`src/rtl/onehot_demux_pkg.sv`:
```
// Shared defaults and select-legality helper for the one-hot result demultiplexer.
package onehot_demux_pkg;

  localparam int DEF_WIDTH = 32;
  localparam int DEF_N     = 4;
  localparam int DEF_CNT_W = 8;
  localparam int MAX_N     = 8;

  // A select is legal only when exactly one bit is set; callers zero-extend to MAX_N.
  function automatic logic onehot_legal(input logic [MAX_N-1:0] sel);
    return (sel != '0) && ((sel & (sel - MAX_N'(1))) == '0);
  endfunction

endpackage

```
`src/rtl/demux_slot.sv`:
```
// Single-entry valid/ready output register; a drain and a load may happen in the same cycle.
module demux_slot #(
  parameter int WIDTH = 32
) (
  input  logic             clk,
  input  logic             rst_n,
  input  logic             load_i,
  input  logic [WIDTH-1:0] din_i,
  input  logic             ready_i,
  output logic             full_o,
  output logic [WIDTH-1:0] dout_o,
  output logic             can_accept_o
);

  logic             full_q, full_d;
  logic [WIDTH-1:0] data_q, data_d;

  always_comb begin
    full_d = load_i | (full_q & ~ready_i);
    data_d = load_i ? din_i : data_q;
  end

  always_ff @(posedge clk or negedge rst_n) begin
    if (!rst_n) begin
      full_q <= 1'b0;
      data_q <= '0;
    end else begin
      full_q <= full_d;
      data_q <= data_d;
    end
  end

  assign full_o       = full_q;
  assign dout_o       = data_q;
  assign can_accept_o = ~full_q | ready_i;

endmodule

```
`src/rtl/onehot_demux_reg.sv`:
```
// Registered 1-to-N demultiplexer: routes a result beat to the channel named by a one-hot select,
// dropping and counting beats whose select is not one-hot.
module onehot_demux_reg
  import onehot_demux_pkg::*;
#(
  parameter int WIDTH = DEF_WIDTH,
  parameter int N     = DEF_N,
  parameter int CNT_W = DEF_CNT_W
) (
  input  logic               clk,
  input  logic               rst_n,
  input  logic               in_valid,
  output logic               in_ready,
  input  logic [WIDTH-1:0]   in_data,
  input  logic [N-1:0]       in_sel,
  output logic [N-1:0]       out_valid,
  input  logic [N-1:0]       out_ready,
  output logic [N*WIDTH-1:0] out_data,
  output logic               err_sel,
  output logic [CNT_W-1:0]   drop_cnt,
  input  logic               err_clr
);

  localparam logic [CNT_W-1:0] CNT_MAX = '1;

  logic [MAX_N-1:0] sel_ext;
  logic             legal;
  logic             accept;
  logic             drop;
  logic [N-1:0]     load;
  logic [N-1:0]     can_accept;
  logic             err_q, err_d;
  logic [CNT_W-1:0] cnt_q, cnt_d;

  always_comb begin
    sel_ext        = '0;
    sel_ext[N-1:0] = in_sel;
  end

  assign legal = onehot_legal(sel_ext);

  // Illegal beats are always taken so the drop path never stalls the producer.
  assign in_ready = legal ? |(in_sel & can_accept) : 1'b1;
  assign accept   = in_valid & in_ready;
  assign load     = {N{accept & legal}} & in_sel;
  assign drop     = accept & ~legal;

  for (genvar k = 0; k < N; k++) begin : g_slot
    demux_slot #(.WIDTH(WIDTH)) u_slot (
      .clk          (clk),
      .rst_n        (rst_n),
      .load_i       (load[k]),
      .din_i        (in_data),
      .ready_i      (out_ready[k]),
      .full_o       (out_valid[k]),
      .dout_o       (out_data[k*WIDTH +: WIDTH]),
      .can_accept_o (can_accept[k])
    );
  end

  // A drop coincident with a clear wins: the counter restarts at one.
  always_comb begin
    err_d = err_q;
    cnt_d = cnt_q;
    if (err_clr) begin
      err_d = 1'b0;
      cnt_d = '0;
    end
    if (drop) begin
      err_d = 1'b1;
      if (err_clr) begin
        cnt_d = CNT_W'(1);
      end else if (cnt_q != CNT_MAX) begin
        cnt_d = cnt_q + CNT_W'(1);
      end
    end
  end

  always_ff @(posedge clk or negedge rst_n) begin
    if (!rst_n) begin
      err_q <= 1'b0;
      cnt_q <= '0;
    end else begin
      err_q <= err_d;
      cnt_q <= cnt_d;
    end
  end

  assign err_sel  = err_q;
  assign drop_cnt = cnt_q;

endmodule

```
`config.mk`:
```
export PLATFORM = sky130hd
export DESIGN_NAME = onehot_demux_reg
export DESIGN_NICKNAME = d
export VERILOG_FILES = /design/src/rtl/onehot_demux_pkg.sv /design/src/rtl/demux_slot.sv /design/src/rtl/onehot_demux_reg.sv
export SDC_FILE = /design/constraint.sdc
export NUM_CORES = 1
export LEC_CHECK = 0
export BUFFER_PORTS_ARGS = -buffer_cell sky130_fd_sc_hd__buf_4
export CORE_MARGIN = 2
export CORE_UTILIZATION = 43
export DETAILED_ROUTE_END_ITERATION = 7
export PLACE_DENSITY = 0.7
export SYNTH_ARGS = -nofsm -noshare
export SYNTH_HDL_FRONTEND = slang
export SYNTH_SLANG_ARGS = --single-unit
```
`constraint.sdc`:
```
create_clock -name clk -period 1.75 [get_ports clk]
set_clock_uncertainty 0.1 [all_clocks]
set_input_delay 0.0875 -clock clk [delete_from_list [all_inputs] [get_ports clk]]
set_output_delay 0.0875 -clock clk [all_outputs]
set_load 0.05 [all_outputs]
```
# Word level (Yosys, flattened, before mapping)
# Cells that the tools add are included.
# op_classes
reduce_logical	5
div	0
n_mul	0
order_cmp	0
eq_ne	1
bitwise_logic	27
muxes	7
shifts	0
n_addsub	2
# ops
operator	n
8-bit two-way mux	4
1-bit NOT	9
8-bit by 1-bit adder with 8-bit output (second input constant)	1
4-bit AND	2
4-bit by 8-bit AND with 8-bit output	1
8-bit zero test	1
8-bit inequality test (second input constant)	1
1-bit bitwise OR	8
8-bit nonzero test	1
1-bit AND	7
4-bit by 1-bit subtractor with 5-bit output (second input constant)	1
4-bit OR reduction	1
1-bit two-way mux	3
2-bit nonzero test	1
1-bit logical AND	1
# word_totals
output_inout_bits	142
latchBits	0
romBits	0
register_bits	141
inputBits	44
ramBits	0
memories	0

# Logic depth before layout (Yosys ltp)
# Gate-level depths: netlist of run 1.
# depth
depth_word	9
mapped_depth	5
mapped_depth_nobuf	5

# Hierarchy
# A second synthesis of run 1 with hierarchy kept.
# unflattened
hier_cells	353
hier_area_um2	6148.4
# modules_own_cells
module	cells_each	area_each_um2	seq_area_each_um2	instances
demux_slot	71	1378.8	825.8	4
onehot_demux_reg	69	633.1	225.2	1

# Worst setup path before layout of run 1
# OpenSTA, ideal clock, no wires.
# synth_path
path_type	register to register
startpoint	register cnt_q[0], in the netlist drop_cnt[0]
endpoint	register cnt_q[4], in the netlist drop_cnt[4]
path_stages_with_launch	6
required_time_ns	1.556
synth_period_minus_slack_ns	2.125
path_slack_ns	-0.375
t_arrival_ns	1.931
setup_time_ns	0.094
path_cell_list	dfrtp_1 -> ha_1 -> nand4_1 -> nor3_1 -> nor2_1 -> a211oi_1
# synth_via
elab_chain_len	4
# synth_lines
item	line	source
start, declared	onehot_demux_reg.sv:33	logic [CNT_W-1:0] cnt_q, cnt_d;
start signal, assigned	onehot_demux_reg.sv:85	cnt_q <= cnt_d;
8-bit by 1-bit adder with 8-bit output or 8-bit inequality test (tied branches)	onehot_demux_reg.sv:74, onehot_demux_reg.sv:73	
8-bit two-way mux *	onehot_demux_reg.sv:73	end else if (cnt_q != CNT_MAX) begin
8-bit two-way mux *	onehot_demux_reg.sv:71	if (err_clr) begin
8-bit two-way mux *	onehot_demux_reg.sv:69	if (drop) begin
named net cnt_d[4]	onehot_demux_reg.sv:33	
# Mark *: on every way through the listed nets, which the timed path passes. The rest lies on a longest branch.
# A chain may end at the register's enable or synchronous reset.

# Final worst setup path of run 1
# layout_path
startpoint	register g_slot[0].u_slot.full_q
endpoint	register g_slot[0].u_slot.data_q[13]
# layout_via
elab_chain_len	8
# layout_lines
item	line	source
start, declared	demux_slot.sv:15	logic full_q, full_d;
start signal, assigned	demux_slot.sv:28	full_q <= full_d;
1-bit NOT	demux_slot.sv:35	assign can_accept_o = ~full_q | ready_i;
1-bit bitwise OR	demux_slot.sv:35	
4-bit AND	onehot_demux_reg.sv:43	assign in_ready = legal ? |(in_sel & can_accept) : 1'b1;
4-bit OR reduction	onehot_demux_reg.sv:43	
1-bit two-way mux	onehot_demux_reg.sv:43	
1-bit AND	onehot_demux_reg.sv:44	assign accept = in_valid & in_ready;
1-bit AND	onehot_demux_reg.sv:45	assign load = {N{accept & legal}} & in_sel;
4-bit AND	onehot_demux_reg.sv:45	
end signal, assigned	demux_slot.sv:29	data_q <= data_d;
end, declared	demux_slot.sv:16	logic [WIDTH-1:0] data_q, data_d;
# Every way passes these cells.

==> metrics.md, run 1 <==
| Metric | Value |
|---|---|
| Residual DRC | 0 |
| Remaining Overflow, GRT | 0 |
| Die Y | 118 um |
| Final Util | 0.736 |
| PnR worst setup slack | -0.196 ns |
| DP HPWL | 9.35 mm |
| Hold Slack | 0.0659 ns |
| Setup TNS | -17.73 ns |
| Via-per-instance ratio | 5.06 |
| Core area | 12,700 um^2 |
| Power Total | 15.1 mW |
| H-tree Lvls | 4 |
| Clk pin slew, worst setup/hold paths | 0.06 ns |
| Failing checks | negative setup slack |
| Antenna Nets Post-Route | 0 |
| Layout area overhead | 66.0% |
| Main combinational cell family by area after synthesis | multiplexers |
| LEAKAGE | 4.51 nW |
| Layout Nets | 677 |
| Clock latency at the later pin of the worst-skew pair | 0.42 ns |
| Yosys warns | 0 |
| Arrival @ worst endpoint | 2.16 ns |
| Synth Register Bits | 141 |
| FMAX | 514 MHz |
| Post-Route WL | 17.0 mm |
| CP peak stage delay | 0.37 ns |
| M1 GR Usage | 0.259 |
| Post-synthesis compound-gate area fraction | 0.0474 |
| Crit-path cells | nand2b_1, a22oi_2, buf_4, a211oi_4, buf_6, clkbuf_16, mux2_2 |
| First-pass GRT wire length | 22.9 mm |
| MaxCap Viol Count | 0 |
| Register area share after synthesis | 0.628 |
| Mux contribution to synthesized area | 0.258 |
| Diode count | 0 |
| Crit path max fanout | 7 |
| Total track usage | 0.209 |
| Max_slew headroom | 0.640 |
| Initial antenna violation count | 0 |
| Initial DRC count | 244 |
| Mapped cell area | 5620 um^2 |
| Port bufs | 185 |
| Commonest cells after routing, fill and taps aside | 205 x buf_4, 137 x dfrtp_1, 125 x mux2_4 |
| Simple-gate share of the synthesized area | 0.0338 |
| Mean cell area of the mapped netlist | 15.8 um^2 |
| Worst IR Drop VDD | 1.22 mV |
| Adder-Cell Fraction of Synth Area | 0.00223 |
| Share of cells above drive strength 1 | 0.635 |
| Die ar. | 14,000 um^2 |
| Hold Path Class | in -> async |
| Routed WL per cell | 20.8 um |
| Mapped Cells | 356 |
| Slowest cell on the critical path | dfrtp_1 |
| Crit start category | register |
| Most common cell after layout, fill and taps aside | buf_4 |
| Sink Count | 141 |
| Period utilization | 1.11 |
| Power Density | 1620 nW/um^2 |
| EDFF count, synth | 0 |
| Setup violations, final | 130 |
| GR Util met3 | 0.0661 |
| Syn_nets | 401 |
| Hold Fails Final Rpt | 0 |
| Setup crit end kind | register |
| Placed cell areas | 7410 um^2 |
| Drt first pass iters | 4 |
| M2 GR Usage | 0.337 |
| Row count | 41 |
| GR peak layer | met2 |
| Status | finished with violations |
| CTS tree | done |
| Clock Path Buffers | 2 |
| Final Slew Violations | 0 |
| Finished Cell Area | 9330 um^2 |
| Largest net degree at the start of global routing | 49 |
| WS Path Type | reg -> reg |
| Final min period | 1.95 ns |
| Most used DFF post-synth | dfrtp_1 |
| Vias after detailed routing | 4,133 |
| Xor-xnor portion of the synthesized cell area | 0.00156 |
| Num CTS Buffers | 17 |
| Synth async-reset ratio | 1.00 |
| I/O pin total | 186 |
| Worst Max-Slew Pin Slew | 0.539 ns |
| Root buffer cell | clkbuf_16 |
| Post-synth cell types | 35 |
| RSZ-0062 raised after global routing | true |
| DIE WIDTH | 118 um |
| Starting Density | 0.444 |
| Vias in the first global route | 4,246 |
| Gpl congestion | 0.779 |
| Critical Path RT | 1.96 ns |
final timing paths:
path	startpoint	to	slack (ns)	cells past startpoint
setup reg to reg	g_slot[0].u_slot.full_o$_DFF_PN0_	g_slot[0].u_slot.dout_o[13]$_DFFE_PN0P_	-0.20	7
hold reg to reg	g_slot[0].u_slot.dout_o[30]$_DFFE_PN0P_	g_slot[0].u_slot.dout_o[30]$_DFFE_PN0P_	0.40	1
setup / recovery	g_slot[0].u_slot.full_o$_DFF_PN0_	g_slot[0].u_slot.dout_o[13]$_DFFE_PN0P_	-0.20	7
max in group asynchronous	rst_n	g_slot[1].u_slot.dout_o[23]$_DFFE_PN0P_	0.88	3
min in group clk	err_clr	drop_cnt[4]$_DFF_PN0_	0.34	3
hold / removal	rst_n	g_slot[1].u_slot.dout_o[17]$_DFFE_PN0P_	0.07	2
metal layers:
| layer | vias to the layer above | routed length [um] | share of wire |
|---|---|---|---|
| met5 | - | 0 | 0 |
| met3 | 26 | 1180 | 0.069 |
| li1 | 1823 | - | - |
| met4 | 0 | 291 | 0.017 |
| met1 | 2128 | 7160 | 0.42 |
| met2 | 156 | 8370 | 0.49 |
flip-flops by register name (all words and copies together) (netlist names):
name / count
g_slot.u_slot.dout_o: 128
drop_cnt: 8
g_slot.u_slot.full_o: 4
err_sel: 1
cells in the mapped netlist (3+ instances only):
cell	n	area share
inv_1	9	0.0060
mux2_1	80	0.16
mux2_2	48	0.096
o31ai_1	3	0.0040
nor3_1	3	0.0027
buf_4	16	0.021
dfrtp_1	141	0.63
nand2_1	7	0.0047
nand2b_1	6	0.0067
or4_1	3	0.0040
a211oi_4	5	0.018
a21o_1	4	0.0053
a21oi_1	3	0.0027
metrics by stage:
step | cells | setup slack (ns)
2_1_floorplan | 356 | -0.0240
3_3_place_gp | 719 | -0.178
3_5_place_dp | 719 | -0.230
4_1_cts | 790 | -0.162
5_1_grt | 816 | -0.278
6_report | 816 | -0.196
logic make-up (layout without fill, tap and decap cells):
family / after synthesis / count (layout)
flip-flops: 141 / 141
multiplexers: 129 / 129
AND/OR/NAND/NOR: 31 / 31
buffers and inverters: 27 / 315
AO/OA/AOI/OAI: 26 / 26
adder cells (fa/ha/maj): 1 / 1
XOR/XNOR: 1 / 1
what timing repair did:
action | in CTS | in global routing
setup endpoints to repair | 127 | 139
pin swaps | 5 | 7
setup buffers | 1 | 16
resized for setup | 51 | 84
cloned | 0 | 14
endpoints found under the hold margin | 282 | 0
hold buffers | 39 | 0
cell type report:
cell class | instances | area [um^2]
Clock buffer | 20 | 447
Clock inverter | 11 | 119
Fill cell | 814 | 3340
Inverter | 9 | 33.8
Multi-Input combinational cell | 188 | 2420
Sequential cell | 141 | 3530
Tap cell | 172 | 215
Timing Repair Buffer | 275 | 2570
worst max-delay path: cells and delay by family (launching register included):
kind	cells	cell delay [ns]
buf+inv	3	0.55
compound gates	2	0.38
flops	1	0.37
mux	1	0.32
simple gates	1	0.10
power by group:
group	switching [mW]	internal, mW	total [mW]	leakage [nW]
clock network	1.36	2.12	3.48	0.280
registers	0.584	4.18	4.76	1.71
logic	4.33	2.57	6.90	2.52
Note: power is estimated with default switching activity, not from simulation.
==> inputs of run 2 (changes only) <==
- CTS_BUF_LIST: default -> sky130_fd_sc_hd__clkbuf_16
==> run 2 against run 1 <==
Effect of this change: the flow still finishes with violations (negative setup slack); sequential power is essentially flat; wire length shrank 0.85%; register-to-register slack about the same; design area shrank 0.42%; maximum frequency increased by 0.25%; global-route usage barely moved; combinational power is essentially flat; first-iteration DRC count is 20% lower; non-clock buffer count fell by 1; setup slack improved by 0.0049 ns; power down 0.48%; critical path type unchanged; critical endpoint unchanged.
==> metrics.md, run 2 (same netlist as run 1, synthesis figures left out) <==
| Metric | Value |
|---|---|
| RSZ-0062 raised after global routing | true |
| Starting Density | 0.444 |
| Vias in the first global route | 4,240 |
| Num CTS Buffers | 17 |
| Seq pwr share | 0.316 |
| MaxCap Viol Count | 0 |
| Setup crit end kind | register |
| Routed WL per cell | 20.7 um |
| Largest net degree at the start of global routing | 49 |
| Die Y | 118 um |
| Worst Max-Slew Pin Slew | 0.539 ns |
| Clock network power share | 0.227 |
| Initial DRC count | 195 |
| DIE WIDTH | 118 um |
| Max reg flops | 128 |
| Vias after detailed routing | 4,132 |
| Critical Path RT | 1.96 ns |
| Post-Route WL | 16.9 mm |
| Share of cells above drive strength 1 | 0.631 |
| Clock Path Buffers | 2 |
| Worst IR Drop VDD | 1.22 mV |
| Max_slew headroom | 0.640 |
| Setup TNS | -16.94 ns |
| Failing checks | negative setup slack |
| I/O pin total | 186 |
| Crit start category | register |
| Final Slew Violations | 0 |
| Setup violations, final | 129 |
| DP HPWL | 9.35 mm |
| Core area | 12,700 um^2 |
| Net Switching | 6.26 mW |
| Initial antenna violation count | 0 |
| Port bufs | 185 |
| Diode count | 0 |
| Setup WS pre-CTS | -0.230 ns |
| Root buffer cell | clkbuf_16 |
| Layout area overhead | 65.3% |
| Crit path max fanout | 7 |
| PnR worst setup slack | -0.191 ns |
| Total track usage | 0.208 |
| Sink Count | 141 |
| Row count | 41 |
| Drt first pass iters | 4 |
| Remaining Overflow, GRT | 0 |
| Gpl congestion | 0.779 |
| Antenna Nets Post-Route | 0 |
| Arrival @ worst endpoint | 2.15 ns |
| Via-per-instance ratio | 5.07 |
| Most common cell after layout, fill and taps aside | buf_4 |
| Hold Path Class | in -> async |
| Int Power | 8.80 mW |
| Hold Fails Final Rpt | 0 |
| WS Path Type | reg -> reg |
| Comb power frac | 0.457 |
| Residual DRC | 0 |
| Status | finished with violations |
| Die ar. | 14,000 um^2 |
| Clock latency at the later pin of the worst-skew pair | 0.42 ns |
| Clk pin slew, worst setup/hold paths | 0.06 ns |
| Sw Ratio | 0.416 |
| Fillcell total | 825 |
| Commonest cells after routing, fill and taps aside | 205 x buf_4, 137 x dfrtp_1, 124 x mux2_4 |
| LEAKAGE | 4.50 nW |
| First-pass GRT wire length | 22.8 mm |
| H-tree Lvls | 4 |
| Final min period | 1.94 ns |
| Power Density | 1620 nW/um^2 |
| Period utilization | 1.11 |
| CTS tree | done |
| FMAX | 515 MHz |
| Layout Nets | 676 |
## run 2: layer usage
metal  global-route usage  vias to the layer above  share of wire
li1                     -                     1821              -
met1                0.258                     2126           0.43
met2                0.338                      149           0.48
met3               0.0661                       36          0.065
met4               0.0858                        0          0.026
met5                    0                        -              0
## run 2: power groups by stage
stage                     Combinational [mW]  Sequential, mW  Clock [mW]
after floorplan                        0.816            7.85           0
after global placement                  5.99            4.67           0
after detailed placement                6.05            4.71           0
after CTS                               6.39            4.69        3.47
after global routing                    7.09            4.85        3.64
final                                   6.89            4.76        3.42
## run 2: worst paths after layout
path / from / to / slack, ns / cells after the start
setup / recovery: g_slot[0].u_slot.full_o$_DFF_PN0_ / g_slot[0].u_slot.dout_o[13]$_DFFE_PN0P_ / -0.19 / 7
hold / removal: rst_n / g_slot[1].u_slot.dout_o[17]$_DFFE_PN0P_ / 0.07 / 2
setup reg to reg: g_slot[0].u_slot.full_o$_DFF_PN0_ / g_slot[0].u_slot.dout_o[13]$_DFFE_PN0P_ / -0.19 / 7
hold reg to reg: g_slot[0].u_slot.dout_o[12]$_DFFE_PN0P_ / g_slot[0].u_slot.dout_o[12]$_DFFE_PN0P_ / 0.39 / 1
max in group asynchronous: rst_n / g_slot[3].u_slot.dout_o[23]$_DFFE_PN0P_ / 0.88 / 3
min in group clk: err_clr / drop_cnt[4]$_DFF_PN0_ / 0.35 / 3
## run 2: stage by stage
stage               hold slack [ns]  std cells  area (um^2)   util  total power [mW]
CTS                          0.0746        790         8570  0.677              14.5
detailed placement          -0.0431        719         7410  0.585              10.8
floorplan                    -0.308        356         5630      -              8.67
global route                  0.109        815         9290  0.733              15.6
finish                       0.0679        815         9290  0.733              15.1
global placement            -0.0460        719         7410  0.585              10.7
## run 2: worst max-delay path, stage by stage (launching register included)
cell and delay, ns:
dfrtp_1 0.37, nand2b_1 0.10, a22oi_2 0.13, buf_4 0.18, a211oi_4 0.24, buf_6 0.21, clkbuf_16 0.17, mux2_2 0.32
## run 2: layout make-up
cell class / count / area [um^2] / area share
sequential: 141 / 3530 / 0.380
clock inverter: 14 / 130 / 0.0140
clock buffer: 17 / 425 / 0.0458
multi-input combinational: 188 / 2410 / 0.260
inverter: 9 / 33.8 / 0.00364
tap: 172 / 215 / 0.0232
timing repair buffer: 274 / 2540 / 0.273
## run 2: what timing repair did
item | 4_1_cts | 5_1_grt
setup endpoints to repair | 127 | 139
gates cloned | 0 | 13
gates resized for setup | 51 | 83
setup buffers | 1 | 15
pin swaps | 5 | 7
hold endpoints to repair | 282 | 0
hold buffers | 39 | 0
==> inputs of run 3 (changes only) <==
- CORE_MARGIN: 2 -> default
- CTS_BUF_LIST: sky130_fd_sc_hd__clkbuf_16 -> default
==> run 3 against run 2 <==
Effect of this change: the flow still finishes with violations (negative setup slack); critical endpoint is now g_slot[2].u_slot.dout_o[28]$_DFFE_PN0P_; final cell count increased by 0.49%; maximum frequency rose by 1.5%; global-route usage is 2.1 points higher; clock-buffer cell count is 4 higher; critical path type unchanged; register-to-register slack better by 0.03 ns; sequential share of layout area is 0.19 points higher; design area shrank 0.48%.
==> metrics.md, run 3 (same netlist as run 1, synthesis figures left out) <==
| Metric | Value |
|---|---|
| Diode count | 0 |
| Layout Nets | 679 |
| Hold Path Class | in -> async |
| Setup WS pre-CTS | -0.271 ns |
| Vias in the first global route | 4,055 |
| WS Path Type | reg -> reg |
| MaxCap Viol Count | 0 |
| LEAKAGE | 4.46 nW |
| Clk pin slew, worst setup/hold paths | 0.06 ns |
| WL met3 | 1.01 mm |
| Initial DRC count | 232 |
| Antenna Nets Post-Route | 0 |
| PnR worst setup slack | -0.162 ns |
| Drt first pass iters | 4 |
| Final Slew Violations | 0 |
| Final min period | 1.91 ns |
| Setup crit end kind | register |
| Worst IR Drop VDD | 1.08 mV |
| FF/Latch Area | 3530 um^2 |
| Num CTS Buffers | 17 |
| Die Y | 116 um |
| Port bufs | 185 |
| Routed WL per cell | 20.6 um |
| H-tree Lvls | 4 |
| Status | finished with violations |
| Post-Route WL | 16.8 mm |
| I/O pin total | 186 |
| FMAX | 523 MHz |
| Power Total | 14.8 mW |
| Critical Path RT | 1.95 ns |
| Crit start category | register |
| Crit path max fanout | 8 |
| Sink Count | 141 |
| Clock latency at the later pin of the worst-skew pair | 0.43 ns |
| Core area | 12,700 um^2 |
| DIE WIDTH | 116 um |
| Clock Path Buffers | 2 |
| Vias after detailed routing | 4,147 |
| CTS tree | done |
| RSZ-0062 raised after global routing | true |
| Largest net degree at the start of global routing | 51 |
| Hold Fails Final Rpt | 0 |
| Commonest cells after routing, fill and taps aside | 206 x buf_4, 137 x dfrtp_1, 105 x mux2_4 |
| Layout area overhead | 64.5% |
| Final Util | 0.730 |
| Most common cell after layout, fill and taps aside | buf_4 |
| Hold Slack | 0.0910 ns |
| Fillcell total | 817 |
| Top routing layer used | met4 |
| Failing checks | negative setup slack |
| Share of cells above drive strength 1 | 0.612 |
| Total track usage | 0.229 |
| Max reg flops | 128 |
| DP HPWL | 9.40 mm |
| Residual DRC | 0 |
| Period utilization | 1.09 |
| Die ar. | 13,500 um^2 |
| Worst Max-Slew Pin Slew | 0.496 ns |
| Row count | 41 |
| Arrival @ worst endpoint | 2.12 ns |
| First-pass GRT wire length | 22.6 mm |
| Setup violations, final | 129 |
| Via-per-instance ratio | 5.06 |
| Root buffer cell | clkbuf_16 |
| Starting Density | 0.444 |
| Initial antenna violation count | 0 |
| Metal-1 WL | 7.46 mm |
| Power Density | 1600 nW/um^2 |
| Multi-input gate area | 2340 um^2 |
| Remaining Overflow, GRT | 0 |
| Max_slew headroom | 0.669 |
| Met2 routed wirelength | 8.10 mm |
| Gpl congestion | 0.796 |
[run 3: changes by cell type in the layout (fill, tap and decap cells not counted), moves of 2 or more]
cell and delta:
bufinv_16 -2, clkbuf_8 +3, clkinv_2 +2, inv_1 -2, mux2_1 +16, mux2_2 +3, mux2_4 -19
[run 3: critical path, cell delays in order (launching register included)]
cell and delay, ns:
dfrtp_1 0.38, nand2b_1 0.09, a22oi_2 0.10, buf_12 0.15, a211oi_4 0.28, buf_4 0.20, buf_12 0.14, mux2_2 0.36
[run 3: final timing paths]
kind                                                         start                                      end  slack, ns  cells past startpoint
max in group asynchronous                                    rst_n   g_slot[2].u_slot.dout_o[8]$_DFFE_PN0P_       0.86                      3
setup reg to reg                 g_slot[0].u_slot.full_o$_DFF_PN0_  g_slot[2].u_slot.dout_o[28]$_DFFE_PN0P_      -0.16                      7
setup / recovery                 g_slot[0].u_slot.full_o$_DFF_PN0_  g_slot[2].u_slot.dout_o[28]$_DFFE_PN0P_      -0.16                      7
min in group clk                                       in_data[18]  g_slot[2].u_slot.dout_o[18]$_DFFE_PN0P_       0.35                      3
hold reg to reg            g_slot[2].u_slot.dout_o[22]$_DFFE_PN0P_  g_slot[2].u_slot.dout_o[22]$_DFFE_PN0P_       0.39                      1
hold / removal                                               rst_n  g_slot[2].u_slot.dout_o[17]$_DFFE_PN0P_       0.09                      2
[run 3: area by class of cell]
cell class                      instances  area share
Clock buffer                           21      0.0509
Timing Repair Buffer                  277       0.279
Inverter                                9     0.00365
Clock inverter                         11     0.00731
Sequential cell                       141       0.382
Tap cell                              172      0.0233
Multi-Input combinational cell        188       0.254
[run 3: metrics by stage]
step	instances	area (um^2)	setup TNS, ns
floorplan	356	5630	-0.519
global placement	723	7440	-21.18
detailed placement	723	7440	-28.43
CTS	802	8640	-9.81
global route	819	9250	-19.08
finish	819	9250	-13.04
[run 3: metal layers]
metal  vias to the layer above  GRT usage
met5                         -          0
met4                         0     0.0966
met3                        27     0.0711
met2                       144      0.356
met1                      2144      0.298
li1                       1832          -
[run 3: repair_timing]
action	CTS	global route
gates resized for setup	42	82
pin swaps	1	6
hold endpoints to repair	282	0
setup endpoints to repair	129	134
hold buffers	39	0
cloned	3	11
setup buffers	5	6
[run 3: power by group]
part	total, mW	internal [mW]	switching, mW
Sequential	4.75	4.18	0.577
Combinational	6.79	2.48	4.31
Clock	3.26	1.91	1.35
